## config.mk

```make
export PLATFORM = sky130hd
export DESIGN_NAME = div_unit_flat
export DESIGN_NICKNAME = d
export VERILOG_FILES = /design/src/rtl/div_unit_pkg.sv /design/src/rtl/div_unit_if.sv /design/src/rtl/div_unit_step.sv /design/src/rtl/div_unit.sv /design/src/flat_wrapper.sv
export SDC_FILE = /design/constraint.sdc
export NUM_CORES = 1
export LEC_CHECK = 0
export ABC_CLOCK_PERIOD_IN_PS = 3500
export CAP_MARGIN = 5
export CORE_ASPECT_RATIO = 1.2
export CORE_MARGIN = 4
export CORE_UTILIZATION = 56
export CTS_BUF_LIST = sky130_fd_sc_hd__clkbuf_4
export DETAILED_ROUTE_END_ITERATION = 7
export GPL_ROUTABILITY_DRIVEN = 0
export PLACE_DENSITY = 0.88
export SKIP_LAST_GASP = 1
export SLEW_MARGIN = 30
export SYNTH_ARGS = -nofsm -noshare
export SYNTH_HDL_FRONTEND = slang
export SYNTH_SLANG_ARGS = --single-unit
```

## constraint.sdc

```tcl
create_clock -name clk -period 3.5 [get_ports clk]
set_clock_uncertainty 0.05 [all_clocks]
set_input_delay 0.525 -clock clk [delete_from_list [all_inputs] [get_ports clk]]
set_output_delay 0.525 -clock clk [all_outputs]
set_load 0.02 [all_outputs]
```

## src/rtl/div_unit_pkg.sv

```systemverilog
// div_unit_pkg: shared opcode constants, divider state encoding and a
// magnitude helper for the iterative divider.
//   OPGEN_*      : opcode values from the ID-stage generator (only DIV/DIVU used)
//   opgen_bus_t  : width of the opcode bus
//   DIV_CYCLES   : number of restoring steps per operation
//   div_state_t  : DIV_IDLE / DIV_CALC / DIV_DONE
package div_unit_pkg;

  localparam int OPGEN_W = 6;
  typedef logic [OPGEN_W-1:0] opgen_bus_t;

  localparam opgen_bus_t OPGEN_ADD  = 6'h01;
  localparam opgen_bus_t OPGEN_DIV  = 6'h1a;
  localparam opgen_bus_t OPGEN_DIVU = 6'h1b;

  localparam int DIV_CYCLES = 32;

  typedef enum logic [1:0] {
    DIV_IDLE = 2'd0,
    DIV_CALC = 2'd1,
    DIV_DONE = 2'd2
  } div_state_t;

  // Two's-complement negate when neg is set. 0x80000000 maps to itself,
  // which is the correct unsigned magnitude.
  function automatic logic [31:0] mag(input logic [31:0] v, input logic neg);
    return neg ? -v : v;
  endfunction

endpackage

```

## src/rtl/div_unit_if.sv

```systemverilog
// div_unit_if: issue-side request and write-back-side response of the divider.
//   master : issue / write-back (drives request, out_ready)
//   slave  : div_unit (drives in_ready and the result)
interface div_unit_if
  import div_unit_pkg::*;
#(
  parameter int TAG_WIDTH = 5
) ();
  logic                 in_valid;
  logic                 in_ready;
  opgen_bus_t           opgen;
  logic [31:0]          operand_1;
  logic [31:0]          operand_2;
  logic [TAG_WIDTH-1:0] in_tag;
  logic                 out_valid;
  logic                 out_ready;
  logic [31:0]          out_hi;
  logic [31:0]          out_lo;
  logic [TAG_WIDTH-1:0] out_tag;

  modport master (
    output in_valid, opgen, operand_1, operand_2, in_tag, out_ready,
    input  in_ready, out_valid, out_hi, out_lo, out_tag
  );

  modport slave (
    input  in_valid, opgen, operand_1, operand_2, in_tag, out_ready,
    output in_ready, out_valid, out_hi, out_lo, out_tag
  );
endinterface

```

## src/rtl/div_unit_step.sv

```systemverilog
// div_step: one combinational restoring-division step.
//   rem, quo, divisor -> rem_nxt, quo_nxt
// {rem,quo} shifts left by one; if the shifted remainder (33 bits) is at
// least the divisor it is reduced and a 1 enters the quotient.
module div_step (
  input  logic [31:0] rem,
  input  logic [31:0] quo,
  input  logic [31:0] divisor,
  output logic [31:0] rem_nxt,
  output logic [31:0] quo_nxt
);
  logic [32:0] shifted;
  logic        ge;
  logic [31:0] sub_lo;

  assign shifted = {rem, quo[31]};
  assign ge      = shifted >= {1'b0, divisor};
  // When ge holds the true difference is below divisor, so it fits in
  // 32 bits and equals the low-half subtraction.
  assign sub_lo  = shifted[31:0] - divisor;

  assign rem_nxt = ge ? sub_lo : shifted[31:0];
  assign quo_nxt = {quo[30:0], ge};
endmodule

```

## src/rtl/div_unit.sv

```systemverilog
// div_unit: iterative 32-bit restoring divider (DIV / DIVU), one quotient
// bit per cycle, one operation in flight.
//   clk   : core clock
//   rst   : synchronous active-low reset
//   flush : kills any in-flight operation
//   bus   : request (in_valid/in_ready, opgen, operands, tag) and
//           response (out_valid/out_ready, out_hi = remainder,
//           out_lo = quotient, out_tag)
module div_unit
  import div_unit_pkg::*;
#(
  parameter int TAG_WIDTH = 5
) (
  input logic       clk,
  input logic       rst,
  input logic       flush,
  div_unit_if.slave bus
);
  div_state_t           state_q, state_d;
  logic [5:0]           cnt_q;
  logic [31:0]          rem_q, quo_q, dvsr_q;
  logic                 s1_q, s2_q;
  logic [TAG_WIDTH-1:0] tag_q;
  logic [31:0]          rem_nxt, quo_nxt;

  logic is_div, is_signed, div_zero, accept, s1_in, s2_in;

  assign is_signed = bus.opgen == OPGEN_DIV;
  assign is_div    = is_signed || (bus.opgen == OPGEN_DIVU);
  assign div_zero  = bus.operand_2 == '0;
  assign accept    = (state_q == DIV_IDLE) && bus.in_valid && is_div && !flush;
  assign s1_in     = is_signed & bus.operand_1[31];
  assign s2_in     = is_signed & bus.operand_2[31];

  div_step u_step (
    .rem     (rem_q),
    .quo     (quo_q),
    .divisor (dvsr_q),
    .rem_nxt (rem_nxt),
    .quo_nxt (quo_nxt)
  );

  always_ff @(posedge clk) begin
    if (!rst) state_q <= DIV_IDLE;
    else      state_q <= state_d;
  end

  always_comb begin
    state_d = state_q;
    unique case (state_q)
      DIV_IDLE: if (accept) state_d = div_zero ? DIV_DONE : DIV_CALC;
      DIV_CALC: if (cnt_q == 6'(DIV_CYCLES - 1)) state_d = DIV_DONE;
      DIV_DONE: if (bus.out_ready) state_d = DIV_IDLE;
      default:  state_d = DIV_IDLE;
    endcase
    if (flush) state_d = DIV_IDLE;
  end

  always_ff @(posedge clk) begin
    if (!rst) begin
      cnt_q  <= '0;
      rem_q  <= '0;
      quo_q  <= '0;
      dvsr_q <= '0;
      s1_q   <= 1'b0;
      s2_q   <= 1'b0;
      tag_q  <= '0;
    end else if (accept) begin
      tag_q <= bus.in_tag;
      cnt_q <= '0;
      if (div_zero) begin
        // Raw dividend and all-ones quotient; clearing the signs makes the
        // output fix-up a pass-through.
        rem_q  <= bus.operand_1;
        quo_q  <= '1;
        dvsr_q <= '0;
        s1_q   <= 1'b0;
        s2_q   <= 1'b0;
      end else begin
        rem_q  <= '0;
        quo_q  <= mag(bus.operand_1, s1_in);
        dvsr_q <= mag(bus.operand_2, s2_in);
        s1_q   <= s1_in;
        s2_q   <= s2_in;
      end
    end else if (state_q == DIV_CALC) begin
      rem_q <= rem_nxt;
      quo_q <= quo_nxt;
      cnt_q <= cnt_q + 6'd1;
    end
  end

  assign bus.in_ready  = state_q == DIV_IDLE;
  assign bus.out_valid = state_q == DIV_DONE;
  assign bus.out_lo    = mag(quo_q, s1_q ^ s2_q);
  assign bus.out_hi    = mag(rem_q, s1_q);
  assign bus.out_tag   = tag_q;
endmodule

```

## src/flat_wrapper.sv

```systemverilog
// flat-port wrapper written by rule: the top's interface ports become plain ports
module div_unit_flat import div_unit_pkg::*;
#(
  parameter int TAG_WIDTH = 5
)
  (clk, rst, flush, bus_in_valid, bus_opgen, bus_operand_1, bus_operand_2, bus_in_tag, bus_out_ready, bus_in_ready, bus_out_valid, bus_out_hi, bus_out_lo, bus_out_tag);
  div_unit_if #(.TAG_WIDTH(TAG_WIDTH)) bus_i ();
  input logic clk;
  input logic rst;
  input logic flush;
  input wire logic [$bits(bus_i.in_valid)-1:0] bus_in_valid;
  input wire logic [$bits(bus_i.opgen)-1:0] bus_opgen;
  input wire logic [$bits(bus_i.operand_1)-1:0] bus_operand_1;
  input wire logic [$bits(bus_i.operand_2)-1:0] bus_operand_2;
  input wire logic [$bits(bus_i.in_tag)-1:0] bus_in_tag;
  input wire logic [$bits(bus_i.out_ready)-1:0] bus_out_ready;
  output wire logic [$bits(bus_i.in_ready)-1:0] bus_in_ready;
  output wire logic [$bits(bus_i.out_valid)-1:0] bus_out_valid;
  output wire logic [$bits(bus_i.out_hi)-1:0] bus_out_hi;
  output wire logic [$bits(bus_i.out_lo)-1:0] bus_out_lo;
  output wire logic [$bits(bus_i.out_tag)-1:0] bus_out_tag;
  assign bus_i.in_valid = bus_in_valid;
  assign bus_i.opgen = bus_opgen;
  assign bus_i.operand_1 = bus_operand_1;
  assign bus_i.operand_2 = bus_operand_2;
  assign bus_i.in_tag = bus_in_tag;
  assign bus_i.out_ready = bus_out_ready;
  assign bus_in_ready = bus_i.in_ready;
  assign bus_out_valid = bus_i.out_valid;
  assign bus_out_hi = bus_i.out_hi;
  assign bus_out_lo = bus_i.out_lo;
  assign bus_out_tag = bus_i.out_tag;
  div_unit #(.TAG_WIDTH(TAG_WIDTH)) u_core (.clk(clk), .rst(rst), .flush(flush), .bus(bus_i));
endmodule
```

==> results.yml <==
drt:
  vias: 9612
  drt_wl_total_mm: 27.3
  dr.pass1.iters: 5
  drc: 0
  viasPerCell: 6.25
  drtIter0Drc: 1025
  wl_per_cell_um: 17.7
  drt.antenna.violating_nets: 0
grt:
  grt_max_degree: 36
  grt_pass1_vias: 8898
  grt_overflow_total: 0
  grt.total_usage_pct: 29.1
  antenna_found_initial: 1
  grt_first_pass_wirelength_mm: 43.1
logic_synthesis:
  synthTopCellsByArea: "dfxtp_1, xnor2_1, a21oi_1"
  synth_seq_area_share_pct: 25.1
  ys_top_cells_by_count: "a21oi_1, nand2_1, dfxtp_1"
  synth_nets: 1271
  synth.most_common_cell: "a21oi_1"
  synth_cell_types: 66
  netlist_instances: 1153
  synth_warnings: 0
  syn_area_um2: 8860
  yosys.area.top_type_share_pct: 25.1
  postSynthAreaPerCell_um2: 7.69
  synth_ff_type: "dfxtp_1"
  async_flop_share_pct: 0
  synth-seq-cells: 111
  synth_top_area_cell: "dfxtp_1"
  synth_edf_count: 0
layout:
  finalNonFillerCells: 1539
  fin_util_pct: 71.7
  syn2layout_area_growth_pct: 26.0
  drive_gt1_share_pct: 12.8
  fin_area_um2: 11200
  seq_area_um2: 2220
  multi_input_area_um2: 6260
  fillers: 1193
  layout.nets: 1443
floorplan:
  rows: 50
  num_io_pins: 151
  core-area_um2: 15600
  die_h_um: 146
  start_util_pct: 56.9
  dieArea_um2: 17900
  die_width_um: 123
place:
  dp.cells: 1521
  dp_hpwl_mm: 21.1
  portBuffers: 150
  placed_area_um2: 11000
power_and_ir_drop:
  p_leak_nw: 4.54
  ir_drop_mv: 0.184
  combPwrFrac_pct: 25.7
  clockPowerShare_pct: 26.4
  swShare_pct: 32.1
  p_int_w: 0.00182
  seq_power_share_pct: 47.9
  cellPowerDensity_nw_per_um2: 240
  p_switching_w: 0.000859
cts:
  cts.path.max_buffers: 2
  insertion_delay_ns: 0.51
  cts-root-buf: "clkbuf_4"
  htree_num_levels: 3
  cts_tree: "yes"
  cts_sinks: 111
  clkTransAtPathRegs_ns: 0.19
  cts_made_buffers: 9
  postCtsHoldBufs: 0
job:
  cap_violations: 0
timing:
  maxSlewViolCount: 0
  fmax_mhz: 263
  fin_crit_ns: 3.80
  period_share_pct: 109
  finalSetupViolCount: 7
  fin_ws_ns: -0.298
  relSlewSlack_pct: 62.6
  hold_viol_final: 0
  fin_hold_ws_ns: 0.423
  worst_pin_slew_ns: 0.555
  rsz0062_at_grt: "true"
  tns_ns: -1.04
status:
  violations: "setup timing"
  status: "finished with violations"
critical_path:
  r2r_start: "u_core.rem_q[13]"
  start_kind: "flip-flop"
  cp_data_arrival_time_ns: 3.22
  cp-end-kind: "output pin"
  crit_path_max_fanout: 3
  cp.required_ns: 2.92
  crit_type: "reg2out"
  startpoint: "u_core.rem_q[6]"
min_path:
  worstHoldStart: "u_core.bus.out_tag[3]"
  hp-class: "reg2reg"
cells by family (layout without fill, tap and decap cells):
group / count (synthesis) / in the layout / share of synthesized area, %
buffers and inverters: 125 / 302 / 5.74
XOR/XNOR: 152 / 152 / 15.0
adder cells (fa/ha/maj): 38 / 38 / 5.45
multiplexers: 14 / 14 / 1.58
flip-flops: 111 / 111 / 25.1
AO/OA/AOI/OAI: 387 / 387 / 28.4
AND/OR/NAND/NOR: 326 / 326 / 18.7
other: 0 / 1 / 0
worst paths after layout:
kind,cells after the start,slack (ns),endpoint
max reg2reg,12,0.13,u_core.rem_q[27]
max,8,-0.30,bus_out_hi[29]
min,2,0.42,u_core.bus.out_tag[3]
min reg2reg,2,0.42,u_core.bus.out_tag[3]
area by class of cell:
cell class	instances	share of cell area, %
Clock inverter	6	0.683
Timing Repair Buffer	229	18.4
Antenna cell	1	0.0224
Sequential cell	111	19.9
Tap cell	208	2.33
Inverter	57	1.92
Multi-Input combinational cell	917	56.0
Clock buffer	10	0.672
timing repair:
| action | CTS | global route |
|---|---|---|
| gates resized for setup | 97 | 46 |
| pin swaps | 10 | 5 |
| endpoints found under the setup margin | 32 | 36 |
| buffers inserted | 0 | 2 |
state kept, by name (all words and copies together) (netlist names):
| register | flops |
|---|---|
| u_core.rem_q | 32 |
| u_core.s1_q | 1 |
| u_core.bus.out_tag | 5 |
| u_core.s2_q | 1 |
| u_core.quo_q | 32 |
| u_core.cnt_q | 6 |
| u_core.state_q | 2 |
| u_core.dvsr_q | 32 |
power groups by stage:
stage / Combinational, W / Clock, W / Sequential, W
finish: 0.000687 / 0.000708 / 0.00128
global route: 0.000730 / 0.000744 / 0.00128
CTS: 0.000662 / 0.000700 / 0.00128
detailed placement: 0.000651 / 0 / 0.00131
global placement: 0.000641 / 0 / 0.00131
floorplan: 0.000373 / 0 / 0.00131
cell usage in the layout, fill, tap and decap left out, types with 14 or more instances in the layout:
cell             instances
clkdlybuf4s50_1        116
xnor2_1                 92
nand2_1                113
nor2_1                  77
o31ai_1                 25
a21oi_1                116
a221oi_1                30
inv_1                   56
xor2_1                  60
a21o_1                  16
dfxtp_1                109
buf_4                   83
o21ai_0                 76
mux2i_1                 14
nor3_1                  22
o22ai_1                 32
ha_1                    37
routing by layer:
layer  GRT usage (%)  vias up  part of all wire, %
li1                -     4556                    -
met1            36.7     4473                   40
met2            48.6      488                   48
met3            3.77       95                  7.4
met4            13.9        0                  4.5
met5               0        -                    0
worst max-delay path, stage by stage, from the launching register on:
cell     delay [ns]
dfxtp_2        0.36
or4_4          0.55
nor4_4         0.26
nand4_2        0.16
or4_4          0.47
or3_4          0.39
o31ai_4        0.20
xnor2_1        0.17
buf_4          0.18
through the flow:
stage          setup slack [ns]  power [W]
6_report                 -0.298    0.00268
5_1_grt                  -0.357    0.00276
4_1_cts                  -0.381    0.00264
3_5_place_dp             -0.151    0.00196
3_3_place_gp             -0.146    0.00195
2_1_floorplan             0.317    0.00168
Power figures use the tool's default switching activity.
